**src/rtl/vmu_agen_seq_if.sv**
```systemverilog
// Command handshake between the VMU instruction sequencer and the address-generator sequencer.
interface vmu_agen_seq_if #(
  parameter int SCALAR_WIDTH = 32,
  parameter int VL_W         = 9
);
  logic                    i_cmd_vld;
  logic                    o_cmd_rdy;
  logic [SCALAR_WIDTH-1:0] i_cmd_scalar;
  logic [VL_W-1:0]         i_cmd_vl;

  modport master (output i_cmd_vld, output i_cmd_scalar, output i_cmd_vl, input o_cmd_rdy);
  modport slave  (input i_cmd_vld, input i_cmd_scalar, input i_cmd_vl, output o_cmd_rdy);
endinterface

```
**src/rtl/vmu_agen_seq.sv**
```systemverilog
// Steps the beat counter of one vector memory command into addr_gen and tags
// addr_gen's output with valid/last after its fixed latency.
module vmu_agen_seq #(
  parameter int SCALAR_WIDTH      = 32,
  parameter int COMMON_AGEN_DELAY = 2,
  parameter int SYS_VLMAX         = 256,
  parameter int SYS_NUM_LANE      = 8,
  parameter int CNT_W             = $clog2(SYS_VLMAX/SYS_NUM_LANE),
  parameter int VL_W              = $clog2(SYS_VLMAX)+1
) (
  input  logic                    clk,
  input  logic                    rst_n,
  vmu_agen_seq_if.slave           cmd,
  input  logic                    i_stall,
  output logic [CNT_W-1:0]        o_seq_vmu_cnt,
  output logic [SCALAR_WIDTH-1:0] o_seq_vmu_scalar,
  output logic                    o_addr_vld,
  output logic                    o_addr_last,
  output logic                    o_busy,
  output logic                    o_done
);

  typedef enum logic [1:0] {IDLE, ISSUE, DRAIN} state_t;

  function automatic logic [VL_W-1:0] sat_vl(input logic [VL_W-1:0] vl);
    sat_vl = (vl > VL_W'(SYS_VLMAX)) ? VL_W'(SYS_VLMAX) : vl;
  endfunction

  function automatic logic [CNT_W:0] ceil_beats(input logic [VL_W-1:0] vl);
    logic [VL_W-1:0] sum;
    sum        = vl + VL_W'(SYS_NUM_LANE-1);
    ceil_beats = (CNT_W+1)'(sum / VL_W'(SYS_NUM_LANE));
  endfunction

  state_t                  state, state_nxt;
  logic [CNT_W-1:0]        cnt, beats_m1;
  logic [SCALAR_WIDTH-1:0] scalar_q;
  logic [CNT_W:0]          beats_in;
  logic                    zero_done, drain_done;
  logic                    rdy, accept, issue, last_beat, inflight;

  assign beats_in      = ceil_beats(sat_vl(cmd.i_cmd_vl));
  assign last_beat     = (cnt == beats_m1);
  assign accept        = rdy & cmd.i_cmd_vld;
  assign cmd.o_cmd_rdy = rdy;

  always_ff @(posedge clk or negedge rst_n) begin
    if (!rst_n) state <= IDLE;
    else        state <= state_nxt;
  end

  // The zero-beat done cycle also blocks acceptance, so no command lands on a done pulse.
  always_comb begin
    state_nxt  = state;
    rdy        = 1'b0;
    o_busy     = 1'b0;
    issue      = 1'b0;
    drain_done = 1'b0;
    case (state)
      IDLE: begin
        rdy = ~zero_done;
        if (rdy && cmd.i_cmd_vld && (beats_in != '0)) state_nxt = ISSUE;
      end
      ISSUE: begin
        o_busy = 1'b1;
        issue  = ~i_stall;
        if (issue && last_beat) state_nxt = DRAIN;
      end
      DRAIN: begin
        o_busy = 1'b1;
        if (!inflight) begin
          drain_done = 1'b1;
          state_nxt  = IDLE;
        end
      end
      default: state_nxt = IDLE;
    endcase
  end

  assign o_done = drain_done | zero_done;

  // Command latch and beat counter
  always_ff @(posedge clk or negedge rst_n) begin
    if (!rst_n) begin
      cnt       <= '0;
      beats_m1  <= '0;
      scalar_q  <= '0;
      zero_done <= 1'b0;
    end else begin
      zero_done <= accept && (beats_in == '0);
      if (accept) begin
        scalar_q <= cmd.i_cmd_scalar;
        cnt      <= '0;
        beats_m1 <= CNT_W'(beats_in - 1'b1);
      end else if (issue && !last_beat) begin
        cnt <= cnt + 1'b1;
      end
    end
  end

  assign o_seq_vmu_cnt    = cnt;
  assign o_seq_vmu_scalar = scalar_q;

  // Latency-matching delay line; advances every cycle so stalls never freeze in-flight beats
  if (COMMON_AGEN_DELAY == 0) begin : g_nodly
    assign o_addr_vld  = issue;
    assign o_addr_last = issue & last_beat;
    assign inflight    = 1'b0;
  end else begin : g_dly
    logic [COMMON_AGEN_DELAY-1:0] vld_dly, last_dly;
    always_ff @(posedge clk or negedge rst_n) begin
      if (!rst_n) begin
        vld_dly  <= '0;
        last_dly <= '0;
      end else begin
        vld_dly  <= (vld_dly << 1)  | COMMON_AGEN_DELAY'(issue);
        last_dly <= (last_dly << 1) | COMMON_AGEN_DELAY'(issue & last_beat);
      end
    end
    assign o_addr_vld  = vld_dly[COMMON_AGEN_DELAY-1];
    assign o_addr_last = last_dly[COMMON_AGEN_DELAY-1];
    assign inflight    = |vld_dly;
  end

endmodule

```
**src/flat_wrapper.sv**
```systemverilog
// flat-port wrapper written by rule: the top's interface ports become plain ports
module vmu_agen_seq_flat 
#(
  parameter int SCALAR_WIDTH      = 32,
  parameter int COMMON_AGEN_DELAY = 2,
  parameter int SYS_VLMAX         = 256,
  parameter int SYS_NUM_LANE      = 8,
  parameter int CNT_W             = $clog2(SYS_VLMAX/SYS_NUM_LANE),
  parameter int VL_W              = $clog2(SYS_VLMAX)+1
)
  (clk, rst_n, i_stall, o_seq_vmu_cnt, o_seq_vmu_scalar, o_addr_vld, o_addr_last, o_busy, o_done, cmd_i_cmd_vld, cmd_i_cmd_scalar, cmd_i_cmd_vl, cmd_o_cmd_rdy);
  vmu_agen_seq_if #(.SCALAR_WIDTH(SCALAR_WIDTH), .VL_W(VL_W)) cmd_i ();
  input  logic clk;
  input  logic rst_n;
  input  logic i_stall;
  output logic [CNT_W-1:0] o_seq_vmu_cnt;
  output logic [SCALAR_WIDTH-1:0] o_seq_vmu_scalar;
  output logic o_addr_vld;
  output logic o_addr_last;
  output logic o_busy;
  output logic o_done;
  input wire logic [$bits(cmd_i.i_cmd_vld)-1:0] cmd_i_cmd_vld;
  input wire logic [$bits(cmd_i.i_cmd_scalar)-1:0] cmd_i_cmd_scalar;
  input wire logic [$bits(cmd_i.i_cmd_vl)-1:0] cmd_i_cmd_vl;
  output wire logic [$bits(cmd_i.o_cmd_rdy)-1:0] cmd_o_cmd_rdy;
  assign cmd_i.i_cmd_vld = cmd_i_cmd_vld;
  assign cmd_i.i_cmd_scalar = cmd_i_cmd_scalar;
  assign cmd_i.i_cmd_vl = cmd_i_cmd_vl;
  assign cmd_o_cmd_rdy = cmd_i.o_cmd_rdy;
  vmu_agen_seq #(.SCALAR_WIDTH(SCALAR_WIDTH), .COMMON_AGEN_DELAY(COMMON_AGEN_DELAY), .SYS_VLMAX(SYS_VLMAX), .SYS_NUM_LANE(SYS_NUM_LANE), .CNT_W(CNT_W), .VL_W(VL_W)) u_core (.clk(clk), .rst_n(rst_n), .cmd(cmd_i), .i_stall(i_stall), .o_seq_vmu_cnt(o_seq_vmu_cnt), .o_seq_vmu_scalar(o_seq_vmu_scalar), .o_addr_vld(o_addr_vld), .o_addr_last(o_addr_last), .o_busy(o_busy), .o_done(o_done));
endmodule
```
**config.mk**
```make
export PLATFORM = sky130hd
export DESIGN_NAME = vmu_agen_seq_flat
export DESIGN_NICKNAME = d
export VERILOG_FILES = /design/src/rtl/vmu_agen_seq_if.sv /design/src/rtl/vmu_agen_seq.sv /design/src/flat_wrapper.sv
export SDC_FILE = /design/constraint.sdc
export NUM_CORES = 1
export LEC_CHECK = 0
export CORE_MARGIN = 2
export CORE_UTILIZATION = 43
export DETAILED_ROUTE_END_ITERATION = 12
export GPL_TIMING_DRIVEN = 0
export PLACE_DENSITY = 0.8
export SLEW_MARGIN = 20
export SYNTH_ARGS = -nofsm -noshare
export SYNTH_HDL_FRONTEND = slang
export SYNTH_SLANG_ARGS = --single-unit
```
**constraint.sdc**
```tcl
create_clock -name clk -period 3.1 [get_ports clk]
set_clock_uncertainty 0.05 [all_clocks]
set_input_delay 0.465 -clock clk [delete_from_list [all_inputs] [get_ports clk]]
set_output_delay 0.465 -clock clk [all_outputs]
set_load 0.02 [all_outputs]
```
==> impl_summary.txt <==
----------------------------------------------------
[Run status]
  Run status ... finished, final reports clean

[Final layout]
  FILL cells ... 453
  Layout Area Growth over Synthesis ... 45.6%
  Multi-input logic area ... 1070 sq um
  Sequential cell area ... 1230 sq um
  Most frequent cells in the layout ... sky130_fd_sc_hd__nand2_1 (105), sky130_fd_sc_hd__clkdlybuf4s50_1 (84), sky130_fd_sc_hd__dfrtp_1 (49), sky130_fd_sc_hd__buf_2 (10)
  Most common cell after layout, fill and taps aside ... sky130_fd_sc_hd__nand2_1
  Post-layout nets ... 398
  Final core utilization ... 66.1%
  N_diodes ... 0
  Proportion of layout cells with a drive suffix above 1 ... 6.92%

[Placed design]
  HPWL after detailed placement ... 4160 um
  GP Congestion ... 0.758
  Number of I/O port buffers ... 85

[Die]
  Height of the die ... 78.1 um
  Initial standard-cell utilization of the core ... 45.4%
  Placement Rows ... 26
  Core Footprint ... 5200 sq um
  Overall die width ... 78.1 um
  Total Die Area ... 6100 sq um
  I/O pin count ... 87

[Synth]
  Warnings from Yosys ... 0
  Area of the mapped netlist ... 2360 sq um
  Register bit total from synthesis ... 49
  Ys flop type ... sky130_fd_sc_hd__dfrtp_1
  Net count after synthesis ... 305
  Gate Count Post-Synth ... 253
  Proportion of register bits with asynchronous set or reset after synthesis ... 100%
  Seq/Total Area, Yosys ... 51.9%
  Main area contributors after synthesis ... sky130_fd_sc_hd__dfrtp_1 (52%), sky130_fd_sc_hd__nand2_1 (17%), sky130_fd_sc_hd__ha_1 (3.7%), sky130_fd_sc_hd__mux2i_1 (3.4%), sky130_fd_sc_hd__xor2_1 (2.6%)
  Count of flip-flops with a built-in enable after synthesis ... 0
  Top cell type by total area after synthesis ... sky130_fd_sc_hd__dfrtp_1
  Post-Syn Area per Cell ... 9.33 sq um
  Area share of the largest cell type after synthesis ... 51.9%
  Netlist cell types ... 41

[STA]
  Worst hold slack ... 0.134 ns
  Maximum clock frequency ... 415 MHz
  Setup repair after global routing missed its margin ... false
  Hold Violations, Final ... 0
  Number of slew-limit violations in the final report ... 0
  Headroom to the max-slew limit ... 56.1%
  Period utilisation layout ... 77.8%
  Worst Tran Pin Value ... 0.658 ns
  Final number of setup-violating endpoints ... 0
  Final critical-path required period ... 2.41 ns
  Summed negative setup slack over all endpoints ... 0 ns

[Routing]
  Drt total wl ... 5490 um
  Drt drc ... 0
  Via density per instance ... 4.86
  Vias post-DR ... 2,025
  Routed wire per std cell ... 13.2 um
  Iteration-0 DRC Markers ... 45
  Pre-Repair DR Iteration Count ... 4
  Residual antenna-violating net count after detailed routing ... 0

[Global route]
  Via count of the first global-routing pass ... 2,001
  Number of antenna violations at the first check in global routing ... 0
  Global-route usage over all layers ... 19.0%
  Global-route wire length before repair ... 9200 um
  Remaining global-route overflow ... 0
  Maximum number of pins on one net before global-route repair ... 28

[Setup path]
  Delay-heaviest family, CP ... buffers and inverters
  Start-to-end type of the worst setup path ... reg2out
  Reg2Reg Setup Slack ... 1.29 ns
  Startpoint of the worst register-to-register path ... u_core.state[0]$_DFFE_PN0P_
  Series of cell instances along the critical path ... inv_1 > ha_1 > nor2b_1 > clkdlybuf4s50_1
  Reg2Reg Capture Point ... u_core.o_seq_vmu_cnt[4]$_DFFE_PN0P_
  Number of buffers and inverters on the critical path ... 2
  Arrival @ worst endpoint ... 1.90 ns
  CP Launch Type ... flop
  Peak fanout along the critical path ... 7
  Endpoint class of the critical path ... primary output
  Worst reg2reg path depth ... 7
  Slowest cell delay on critical path ... 0.60 ns
  Crit path max-delay cell type ... sky130_fd_sc_hd__clkdlybuf4s50_1
  Required time of the worst setup path ... 2.58 ns

[Clock network]
  Number of buffers inserted for hold repair after clock tree synthesis ... 0
  Clock root buffer ... sky130_fd_sc_hd__clkbuf_8
  Clock tree from TritonCTS ... done
  Buffer depth of the longest clock path ... 2
  Clock sinks ... 49
  Post-CTS sizing ... 0
  Post-CTS Setup Bufs ... 0
  Clock buffer count from CTS ... 5
  Clock input transition at the sequential cells of the worst setup and hold paths ... 0.08 ns
  Clock network latency to the later pin of the worst-skew pair ... 0.30 ns
  Number of H-tree levels ... 2

[Min path]
  HP Class ... in2async

[Pwr]
  Leakage power summed over all cells ... 1.63 nW
  Largest voltage drop on the vdd net ... 0.402 mV
  Overall power of the completed layout ... 0.00300 W
  Power Density ... 872 nW/um^2

[Flow run]
  Total of max-cap violations ... 0

----------------------------------------------------
==> worst reg2reg max path, stage by stage (launching register included) <==
cell	delay (ns)
sky130_fd_sc_hd__dfrtp_1	0.40
sky130_fd_sc_hd__inv_1	0.11
sky130_fd_sc_hd__ha_1	0.28
sky130_fd_sc_hd__nand3b_1	0.19
sky130_fd_sc_hd__buf_2	0.26
sky130_fd_sc_hd__buf_2	0.25
sky130_fd_sc_hd__nand2_1	0.07
sky130_fd_sc_hd__mux2i_1	0.13
==> Yosys cell counts, drive strengths merged, types with 2 or more instances <==
| cell type | n |
|---|---|
| inv | 4 |
| nor2 | 8 |
| a211oi | 3 |
| nand3 | 2 |
| nand3b | 2 |
| dfrtp | 49 |
| or3 | 2 |
| nand2 | 105 |
| mux2i | 8 |
| nand4 | 5 |
| nand2b | 8 |
| nor2b | 4 |
| nor3 | 4 |
| xor2 | 7 |
| buf | 9 |
| a21oi | 5 |
| ha | 7 |
==> cells by family after synthesis <==
family | count (synthesis) | synth area share (%)
AO/OA/AOI/OAI | 20 | 6.89
buffers and inverters | 14 | 2.70
AND/OR/NAND/NOR | 146 | 27.8
adder cells (fa/ha/maj) | 7 | 3.71
XOR/XNOR | 8 | 2.97
multiplexers | 9 | 4.03
flip-flops | 49 | 51.9
==> power by group <==
group	switching (W)	leakage [nW]	internal (W)
logic	0.000802	0.954	0.000678
clock network	0.000203	0.0585	0.000263
registers	0.000154	0.614	0.000896
total	0.00116	1.63	0.00184
==> through the flow <==
step	std cells	instance area, sq um	setup WS [ns]
floorplan	253	2360	1.13
global route	417	3440	0.628
detailed placement	409	3320	0.468
CTS	417	3440	0.679
finish	417	3440	0.688
global placement	408	3300	0.107
==> layer usage <==
metal,up-vias,routed length (um),track usage [%]
li1,1010,-,-
met1,945,2470,24.6
met2,63,2580,31.5
met3,7,325,3.68
met4,0,111,7.72
met5,-,0,0
==> state kept, by name, indices dropped and copies added, names as in the netlist <==
| signal | cells |
|---|---|
| u_core.beats_m1 | 5 |
| u_core.g_dly.last_dly | 2 |
| u_core.g_dly.vld_dly | 2 |
| u_core.o_seq_vmu_cnt | 5 |
| u_core.o_seq_vmu_scalar | 32 |
| u_core.state | 2 |
| u_core.zero_done | 1 |
==> how the worst max path moves through the flow <==
| stage | start | slack, ns | to | depth (start not counted) |
|---|---|---|---|---|
| final | u_core.state[0]$_DFFE_PN0P_ | 0.69 | cmd_o_cmd_rdy | 4 |
| after floorplan | cmd_i_cmd_vl[2] | 1.13 | u_core.beats_m1[4]$_DFFE_PN0P_ | 7 |
| after detailed placement | cmd_i_cmd_vl[2] | 0.47 | u_core.beats_m1[4]$_DFFE_PN0P_ | 8 |
| after CTS | u_core.state[0]$_DFFE_PN0P_ | 0.68 | cmd_o_cmd_rdy | 4 |
| after global routing | u_core.state[0]$_DFFE_PN0P_ | 0.63 | cmd_o_cmd_rdy | 4 |
| after global placement | rst_n | 0.11 | u_core.o_seq_vmu_scalar[14]$_DFFE_PN0P_ | 1 |
==> layout make-up <==
cell class	count	share of cell area [%]
multi-input cells	190	31.1
plain buffers	10	1.42
clock buffers	7	2.51
inverters	4	0.437
well taps	70	2.55
flip-flops and latches	49	35.7
clock inverters	1	0.873
repair buffers	86	25.4
(Power assumes the default switching activity.)
